===== src/rtl/vn_lut_rd_ctrl_pkg.sv =====
// Shared definitions for the VN lookup-table read controller.
// The read latency constant follows the VN_LUT_OUT_REG_EN build macro.
package vn_lut_rd_ctrl_pkg;

  // Default geometry: 32-entry LUT of 3-bit quantised VN messages
  localparam int VN_ADDR_W = 5;
  localparam int VN_DATA_W = 3;

  // Cycles from request acceptance to rsp_valid
`ifdef VN_LUT_OUT_REG_EN
  localparam int VN_RD_LATENCY = 3;
`else
  localparam int VN_RD_LATENCY = 2;
`endif

  // Controller states: only RUN accepts lookups
  typedef enum logic [1:0] {
    ST_IDLE  = 2'd0,
    ST_LOAD  = 2'd1,
    ST_DRAIN = 2'd2,
    ST_RUN   = 2'd3
  } vn_state_t;

  // True when the post-increment write counter says the last entry was written.
  // The counter carries one extra bit, so its MSB flags the end of the table.
  function automatic logic vn_load_last(input logic [VN_ADDR_W:0] cnt_after);
    return cnt_after[VN_ADDR_W];
  endfunction

endpackage


===== src/rtl/vn_lut_pipe_port.sv =====
// One LUT read port: stage 1 registers valid+address, stage 2 registers the
// LUT word; with VN_LUT_OUT_REG_EN an extra output register stage follows.
// Response data holds its last value whenever the response valid is low.
module vn_lut_pipe_port
  import vn_lut_rd_ctrl_pkg::*;
#(
  parameter int ADDR_W = VN_ADDR_W,
  parameter int DATA_W = VN_DATA_W
) (
  input  logic              sys_clk,
  input  logic              rstn,
  input  logic              req_valid,
  input  logic [ADDR_W-1:0] req_addr,
  output logic [ADDR_W-1:0] lut_addr,
  input  logic [DATA_W-1:0] lut_data,
  output logic              rsp_valid,
  output logic [DATA_W-1:0] rsp_data,
  output logic              pipe_busy
);

  logic              s1_valid_reg;
  logic [ADDR_W-1:0] s1_addr_reg;
  logic              s2_valid_reg;
  logic [DATA_W-1:0] s2_data_reg;

  // Stage 1 captures the accepted request, stage 2 captures the LUT word
  always_ff @(posedge sys_clk or negedge rstn) begin
    if (!rstn) begin
      s1_valid_reg <= 1'b0;
      s1_addr_reg  <= '0;
      s2_valid_reg <= 1'b0;
      s2_data_reg  <= '0;
    end else begin
      s1_valid_reg <= req_valid;
      if (req_valid) begin
        s1_addr_reg <= req_addr;
      end
      s2_valid_reg <= s1_valid_reg;
      if (s1_valid_reg) begin
        s2_data_reg <= lut_data;
      end
    end
  end

  assign lut_addr = s1_addr_reg;

`ifdef VN_LUT_OUT_REG_EN
  logic              s3_valid_reg;
  logic [DATA_W-1:0] s3_data_reg;

  // Optional output register stage for timing closure on the response path
  always_ff @(posedge sys_clk or negedge rstn) begin
    if (!rstn) begin
      s3_valid_reg <= 1'b0;
      s3_data_reg  <= '0;
    end else begin
      s3_valid_reg <= s2_valid_reg;
      if (s2_valid_reg) begin
        s3_data_reg <= s2_data_reg;
      end
    end
  end

  assign rsp_valid = s3_valid_reg;
  assign rsp_data  = s3_data_reg;
  assign pipe_busy = s1_valid_reg | s2_valid_reg | s3_valid_reg;
`else
  assign rsp_valid = s2_valid_reg;
  assign rsp_data  = s2_data_reg;
  assign pipe_busy = s1_valid_reg | s2_valid_reg;
`endif

endmodule


===== src/rtl/vn_lut_rd_ctrl.sv =====
// VN LUT read controller: a 2**ADDR_W x DATA_W register-array LUT loaded
// sequentially from address 0, read through two independent pipelined ports.
// A reload requested while running first drains in-flight reads so they see
// the old table. Build macro VN_LUT_OUT_REG_EN adds a third read stage.
module vn_lut_rd_ctrl
  import vn_lut_rd_ctrl_pkg::*;
#(
  parameter int ADDR_W = VN_ADDR_W,
  parameter int DATA_W = VN_DATA_W
) (
  input  logic              sys_clk,
  input  logic              rstn,
  input  logic              load_start,
  input  logic              load_valid,
  input  logic [DATA_W-1:0] load_data,
  output logic              load_done,
  input  logic              req_valid_A,
  input  logic              req_valid_B,
  input  logic [ADDR_W-1:0] page_addr_A,
  input  logic [ADDR_W-1:0] page_addr_B,
  output logic              req_ready,
  output logic              rsp_valid_A,
  output logic              rsp_valid_B,
  output logic [DATA_W-1:0] rsp_data_A,
  output logic [DATA_W-1:0] rsp_data_B,
  output logic              busy
);

  localparam int DEPTH = 1 << ADDR_W;
  localparam logic [ADDR_W:0] CNT_ONE = 1;

  vn_state_t         state_reg;
  logic [ADDR_W:0]   wr_cnt_reg;
  logic [ADDR_W:0]   wr_cnt_next;
  logic              load_done_reg;
  logic              run_reg;
  logic              lut_we;

  logic [DATA_W-1:0] lut_mem [DEPTH];

  logic [1:0]        port_accept;
  logic [1:0]        port_rsp_valid;
  logic [1:0]        port_busy;
  logic [ADDR_W-1:0] port_lut_addr [2];
  logic [DATA_W-1:0] port_lut_data [2];
  logic [DATA_W-1:0] port_rsp_data [2];

  assign wr_cnt_next = wr_cnt_reg + CNT_ONE;
  assign lut_we      = (state_reg == ST_LOAD) && load_valid;

  // A reload request closes the request window in the same cycle
  assign req_ready = run_reg && !load_start;
  assign busy      = !run_reg;
  assign load_done = load_done_reg;

  // Control FSM with registered run flag and load_done pulse
  always_ff @(posedge sys_clk or negedge rstn) begin
    if (!rstn) begin
      state_reg     <= ST_IDLE;
      wr_cnt_reg    <= '0;
      load_done_reg <= 1'b0;
      run_reg       <= 1'b0;
    end else begin
      load_done_reg <= 1'b0;
      case (state_reg)
        ST_IDLE: begin
          if (load_start) begin
            state_reg  <= ST_LOAD;
            wr_cnt_reg <= '0;
          end
        end
        ST_LOAD: begin
          // load_start is deliberately ignored here: no counter restart
          if (load_valid) begin
            wr_cnt_reg <= wr_cnt_next;
            if (vn_load_last(wr_cnt_next)) begin
              state_reg     <= ST_RUN;
              run_reg       <= 1'b1;
              load_done_reg <= 1'b1;
            end
          end
        end
        ST_DRAIN: begin
          // Writes may only start once no read can still sample the old table
          if (port_busy == 2'b00) begin
            state_reg  <= ST_LOAD;
            wr_cnt_reg <= '0;
          end
        end
        ST_RUN: begin
          if (load_start) begin
            state_reg <= ST_DRAIN;
            run_reg   <= 1'b0;
          end
        end
        default: begin
          state_reg <= ST_IDLE;
          run_reg   <= 1'b0;
        end
      endcase
    end
  end

  // LUT write port; table contents survive reset
  always_ff @(posedge sys_clk) begin
    if (lut_we) begin
      lut_mem[wr_cnt_reg[ADDR_W-1:0]] <= load_data;
    end
  end

  assign port_accept[0] = req_valid_A && req_ready;
  assign port_accept[1] = req_valid_B && req_ready;

  // Two identical read ports, each with its own LUT read mux
  genvar gi;
  generate
    for (gi = 0; gi < 2; gi++) begin : g_port
      assign port_lut_data[gi] = lut_mem[port_lut_addr[gi]];

      vn_lut_pipe_port #(
        .ADDR_W (ADDR_W),
        .DATA_W (DATA_W)
      ) u_pipe_port (
        .sys_clk   (sys_clk),
        .rstn      (rstn),
        .req_valid (port_accept[gi]),
        .req_addr  ((gi == 0) ? page_addr_A : page_addr_B),
        .lut_addr  (port_lut_addr[gi]),
        .lut_data  (port_lut_data[gi]),
        .rsp_valid (port_rsp_valid[gi]),
        .rsp_data  (port_rsp_data[gi]),
        .pipe_busy (port_busy[gi])
      );
    end
  endgenerate

  assign rsp_valid_A = port_rsp_valid[0];
  assign rsp_valid_B = port_rsp_valid[1];
  assign rsp_data_A  = port_rsp_data[0];
  assign rsp_data_B  = port_rsp_data[1];

endmodule


===== config.mk =====
export PLATFORM = sky130hd
export DESIGN_NAME = vn_lut_rd_ctrl
export DESIGN_NICKNAME = d
export VERILOG_FILES = /design/src/rtl/vn_lut_rd_ctrl_pkg.sv /design/src/rtl/vn_lut_pipe_port.sv /design/src/rtl/vn_lut_rd_ctrl.sv
export SDC_FILE = /design/constraint.sdc
export NUM_CORES = 1
export LEC_CHECK = 0
export ABC_AREA = 1
export CAP_MARGIN = 20
export CORE_UTILIZATION = 60
export DETAILED_ROUTE_END_ITERATION = 12
export PLACE_DENSITY = 0.81
export SLEW_MARGIN = 5
export SYNTH_ARGS = -nofsm -noshare
export SYNTH_HDL_FRONTEND = slang
export SYNTH_SLANG_ARGS = --single-unit

===== constraint.sdc =====
create_clock -name sys_clk -period 1.9 [get_ports sys_clk]
set_clock_uncertainty 0.1 [all_clocks]
set_input_delay 0.57 -clock sys_clk [delete_from_list [all_inputs] [get_ports sys_clk]]
set_output_delay 0.57 -clock sys_clk [all_outputs]
set_load 0.05 [all_outputs]

# [After elaboration in Yosys (flattened, before gate mapping)]
# Memories as Yosys holds them, arrays and structs flattened. A register that Yosys moved wholly into a read port is not among the register bits.
# Index checks and enable logic that the tools add are counted.
[word_totals] mem_bits_rw=96 ff_bits=24 n_memories=1 output_inout_bits=11
[mem_list] name="lut_mem" words=32 word_bits=3 read_ports=2 rd_ports_with_merged_regs=2 wr=1 line_no="vn_lut_rd_ctrl.sv:39" source="logic [DATA_W-1:0] lut_mem [DEPTH];"
[op_classes] n_reduce_logical=15 bitwise=2 addsub=1 mux=19 n_eq_ne=8
[ops] cell="6-bit 2-to-1 mux" n=3
[ops] cell="6-bit one-hot mux with 3 select lines" n=1
[ops] cell="2-bit 2-to-1 mux" n=5
[ops] cell="2-bit inequality test, second input constant" n=5
[ops] cell="1-bit 2-to-1 mux" n=8
[ops] cell="2-bit one-hot mux with 4 select lines" n=1
[ops] cell="4-bit AND reduction" n=2
[ops] cell="6-bit by 1-bit adder with 6-bit output, second input constant" n=1
[ops] cell="5-bit AND reduction" n=1
[ops] cell="2-bit == test, second input constant" n=2
[ops] cell="1-bit logical AND" n=4
[ops] cell="1-bit zero test" n=4
[ops] cell="2-bit zero test" n=2
[ops] cell="3-bit nonzero test" n=1
[ops] cell="2-bit by 1-bit == test with 1-bit output, second input constant" n=1
[ops] cell="1-bit OR" n=2
[ops] cell="1-bit one-hot mux with 2 select lines" n=1
[ops] cell="2-bit nonzero test" n=1

# [Depth between registers and ports, before layout]
[depth] depth_word=4 depth_mapped=11 ltp_nobuf=9

# [By module]
# Synthesis repeated with hierarchy kept, for this count alone.
[hier_totals] cells_unflattened=750 area_unflattened_um2=6326.1
[modules_own_cells] module="vn_lut_rd_ctrl" area_each_um2=5617.9 seq_area_each_um2=3133.0 instances=1 cells_per_inst=676
[modules_own_cells] module="vn_lut_pipe_port" area_each_um2=354.1 seq_area_each_um2=250.2 instances=2 cells_per_inst=37

# [Worst setup path after synthesis]
# No wires, ideal clock.
[synth_timing] path_type="reg2reg" start="register run_reg" end="register g_port[0].u_pipe_port.s1_addr_reg[2]" slack_ns=-0.149 path_buffers=1 t_required_ns=1.663 path_stages_with_launch=7 t_arrival_ns=1.812 setup_ns=0.137 cell_sequence="dfrtp_1 inv_1 nor2_1 nand2_1 inv_1 clkbuf_1 o21ai_0"
[synth_via] elab_chain_len=2
[synth_rtl] element="start: declaration" line_no="vn_lut_rd_ctrl.sv:36" source="logic run_reg;"
[synth_rtl] element="start signal: assignment" line_no="vn_lut_rd_ctrl.sv:62" source="run_reg <= 1'b0;"
[synth_rtl] element="start signal: assignment" line_no="vn_lut_rd_ctrl.sv:78" source="run_reg <= 1'b1;"
[synth_rtl] element="start signal: assignment" line_no="vn_lut_rd_ctrl.sv:93" source="run_reg <= 1'b0;"
[synth_rtl] element="1-bit logical AND" line_no="vn_lut_rd_ctrl.sv:52" source="assign req_ready = run_reg && !load_start;"
[synth_rtl] element="named net req_ready" line_no="vn_lut_rd_ctrl.sv:21" source="output logic req_ready,"
[synth_rtl] element="1-bit logical AND" line_no="vn_lut_rd_ctrl.sv:111" source="assign port_accept[0] = req_valid_A && req_ready;"
[synth_rtl] element="named net g_port[0].u_pipe_port.req_valid" line_no="vn_lut_pipe_port.sv:12" source="input logic req_valid,"
[synth_rtl] element="end signal: assignment" line_no="vn_lut_pipe_port.sv:36" source="s1_addr_reg <= req_addr;"
[synth_rtl] element="end: declaration" line_no="vn_lut_pipe_port.sv:22" source="logic [ADDR_W-1:0] s1_addr_reg;"
# The timed path passes the listed nets, and every way through them passes these cells.
# A chain may end at the register's enable or synchronous reset.

# [Worst setup path after layout]
[layout_timing] start="register run_reg" end="output port req_ready"
[layout_via] elab_chain_len=1
[layout_rtl] element="1-bit logical AND" line_no="vn_lut_rd_ctrl.sv:52"
[layout_rtl] element="end: declaration" line_no="vn_lut_rd_ctrl.sv:21"
# No other way between the ends.

==> flow_metrics.env <==
export IMPL_start_util_pct=62.7
export IMPL_drt_first_pass_iters=6
export IMPL_gp_congestion=0.884
export IMPL_powerDensity_mw_per_mm2=1600
export IMPL_drt_iter0_drc=931
export IMPL_hold_class="input port to asynchronous set/reset pin"
export IMPL_seq_area_mm2=0.00363
export IMPL_final_cell_mix="nand2_1 (284), nand3_1 (168), edfxtp_1 (96)"
export IMPL_largest_register_ffs=96
export IMPL_worstPathMaxFanout=3
export IMPL_drtAntennaViolNets=0
export IMPL_crit_path_start_kind="flip-flop"
export IMPL_drive_above_1_share_pct=10.4
export IMPL_syn_nets=742
export IMPL_slew_violations=0
export IMPL_grt_setup_unrepaired="true"
export IMPL_worstPathRequired_ps=1230
export IMPL_drc=0
export IMPL_grt_pass1_vias=5293
export IMPL_cts_root_buf="clkbuf_8"
export IMPL_dpl_hpwl_um=11200
export IMPL_synth_avg_cell_area_um2=8.64
export IMPL_fill_cells=672
export IMPL_dieArea_mm2=0.0108
export IMPL_path_cells="inv_2 -> nor2_4 -> buf_12"
export IMPL_io_pins=30
export IMPL_ys_seq_area_share_pct=58.5
export IMPL_synth_seq_cells=126
export IMPL_cts_clk_slew_worst_paths_ps=60
export IMPL_vias_per_cell=6.03
export IMPL_p_leak_nw=3.13
export IMPL_rrSetupSlack_ps=100
export IMPL_fin_crit_sh_pct=99.3
export IMPL_numCtsBuffers=17
export IMPL_diodes=0
export IMPL_cts_sinks=126
export IMPL_clockBufferDepth=2
export IMPL_critPathCaptureType="primary output"
export IMPL_h_tree_depth=4
export IMPL_hold_violations=0
export IMPL_setup_violations=0
export IMPL_clock_latency_ps=520
export IMPL_critPathBufInv=2
export IMPL_worstMarginPinSlew_ps=546
export IMPL_outcome="finished, final reports clean"
export IMPL_core_area_mm2=0.00991
export IMPL_slew_headroom_pct=63.6
export IMPL_cts_tree="done"
export IMPL_crit_family="flip-flops"
export IMPL_grt_util_all_layers_pct=33.2
export IMPL_avgRoutedWirePerCell_um=18.7
export IMPL_cap_violations=0
export IMPL_grt_pass1_wl_um=26800
export IMPL_die_h_um=104
export IMPL_hold_buffers=0
export IMPL_crit_type="flip-flop to primary output"
export IMPL_timing_fmax_mhz=530
export IMPL_overflow=0
export IMPL_grt_max_degree=49
export IMPL_mostFrequentLayoutCell="nand2_1"
export IMPL_synthCells=719
export IMPL_synth_cell_types=21
export IMPL_area_growth_syn_to_layout_pct=20.2
export IMPL_netlist_area_mm2=0.00621
export IMPL_critPathSlowestCell="dfrtp_1"
export IMPL_multi_input_area_mm2=0.00228
export IMPL_critPathArrivalTime_ps=1220
export IMPL_whs_ps=349
export IMPL_synth_warnings=0
export IMPL_port_buffers=29
export IMPL_drt_total_wl_um=17100
export IMPL_ir_drop_v=0.00109
export IMPL_antenna_found_initial=0
export IMPL_row_count=36
export IMPL_dieWidth_um=104
export IMPL_dr_total_vias=5496
export IMPL_setup_tns_ps=0
export IMPL_critPathMaxStageDelay_ps=370
export IMPL_final_nets=790
export IMPL_finalCriticalPeriod_ps=1890
[path summary, 6_finish.rpt]
kind	end	startpoint	cells after the start
worst max-delay path	req_ready	run_reg	3
worst min-delay path	g_port[0].u_pipe_port.lut_addr[2]	rstn	2
worst max register to register	g_port[0].u_pipe_port.rsp_data[1]	g_port[0].u_pipe_port.lut_addr[1]	8
worst min register to register	g_port[1].u_pipe_port.rsp_valid	g_port[1].u_pipe_port.s1_valid_reg	0
max in group asynchronous	wr_cnt_reg[2]	rstn	2
min in group sys_clk	g_port[1].u_pipe_port.rsp_valid	g_port[1].u_pipe_port.s1_valid_reg	0
[per-stage QoR]
stage / util (%) / setup slack (ps) / instance area (µm²) / std cells / total power, W
2_1_floorplan: - / 116 / 6210 / 719 / 0.00696
3_3_place_gp: 69.8 / -208 / 6910 / 878 / 0.00869
3_5_place_dp: 69.8 / -243 / 6910 / 878 / 0.00887
4_1_cts: 75.3 / -5.29 / 7460 / 911 / 0.0118
5_1_grt: 75.3 / -20.3 / 7460 / 912 / 0.0125
6_report: 75.3 / 13.1 / 7460 / 912 / 0.0120
[synthesized netlist by cell type]
| library cell | instances | share of area (%) |
|---|---|---|
| nand3_2 | 1 | 0.16 |
| ha_1 | 4 | 0.81 |
| or2_1 | 1 | 0.10 |
| inv_1 | 24 | 1.5 |
| o21ai_0 | 13 | 1.0 |
| nand3_1 | 168 | 14 |
| nor2_2 | 1 | 0.10 |
| nand2_1 | 284 | 17 |
| clkbuf_1 | 6 | 0.36 |
| buf_2 | 23 | 1.9 |
| inv_2 | 5 | 0.30 |
| xnor2_1 | 1 | 0.14 |
| edfxtp_1 | 96 | 46 |
| xor2_1 | 1 | 0.14 |
| dfrtp_1 | 30 | 12 |
| o22ai_1 | 1 | 0.10 |
| buf_4 | 8 | 0.97 |
| a21oi_1 | 4 | 0.32 |
| nand2_2 | 1 | 0.10 |
| nor2_1 | 46 | 2.8 |
| nor3_1 | 1 | 0.080 |
[kinds of logic after synthesis]
group,share of synthesized area (%)
DFF,58.5
AOI/OAI and AO/OA,1.47
and+or+nand+nor,34.0
adders and majority gates,0.806
buffers and inverters,4.93
xor gates and xnor gates,0.282
[final cells by class]
class	instances	share of cell area [%]
clock buffer	19	5.65
clock inverter	12	1.37
inverter	29	1.46
multi-input combinational	527	30.5
sequential	126	48.7
tap	133	2.23
timing repair buffer	66	10.1
[routing by layer]
layer | vias to the layer above | global-route usage, % | share of wire [%]
li1 | 2497 | - | -
met1 | 2492 | 42.7 | 37
met2 | 427 | 51.8 | 47
met3 | 80 | 8.50 | 11
met4 | 0 | 18.2 | 4.0
met5 | - | 0 | 0
[power by group]
part           internal (W)  switching (W)  leakage (nW)
Combinational       0.00187        0.00354          1.63
Clock               0.00181        0.00106         0.260
Sequential          0.00334       0.000334          1.24
[what timing repair did]
| action | 4_1_cts | 5_1_grt |
|---|---|---|
| buffers inserted | 2 | 1 |
| setup endpoints to repair | 1 | 1 |
| pin swaps | 1 | 1 |
| hold endpoints to repair | 0 | 0 |
| gates cloned | 0 | 0 |
| gates resized for setup | 3 | 0 |
No activity file was read; power rests on OpenSTA's default activity.
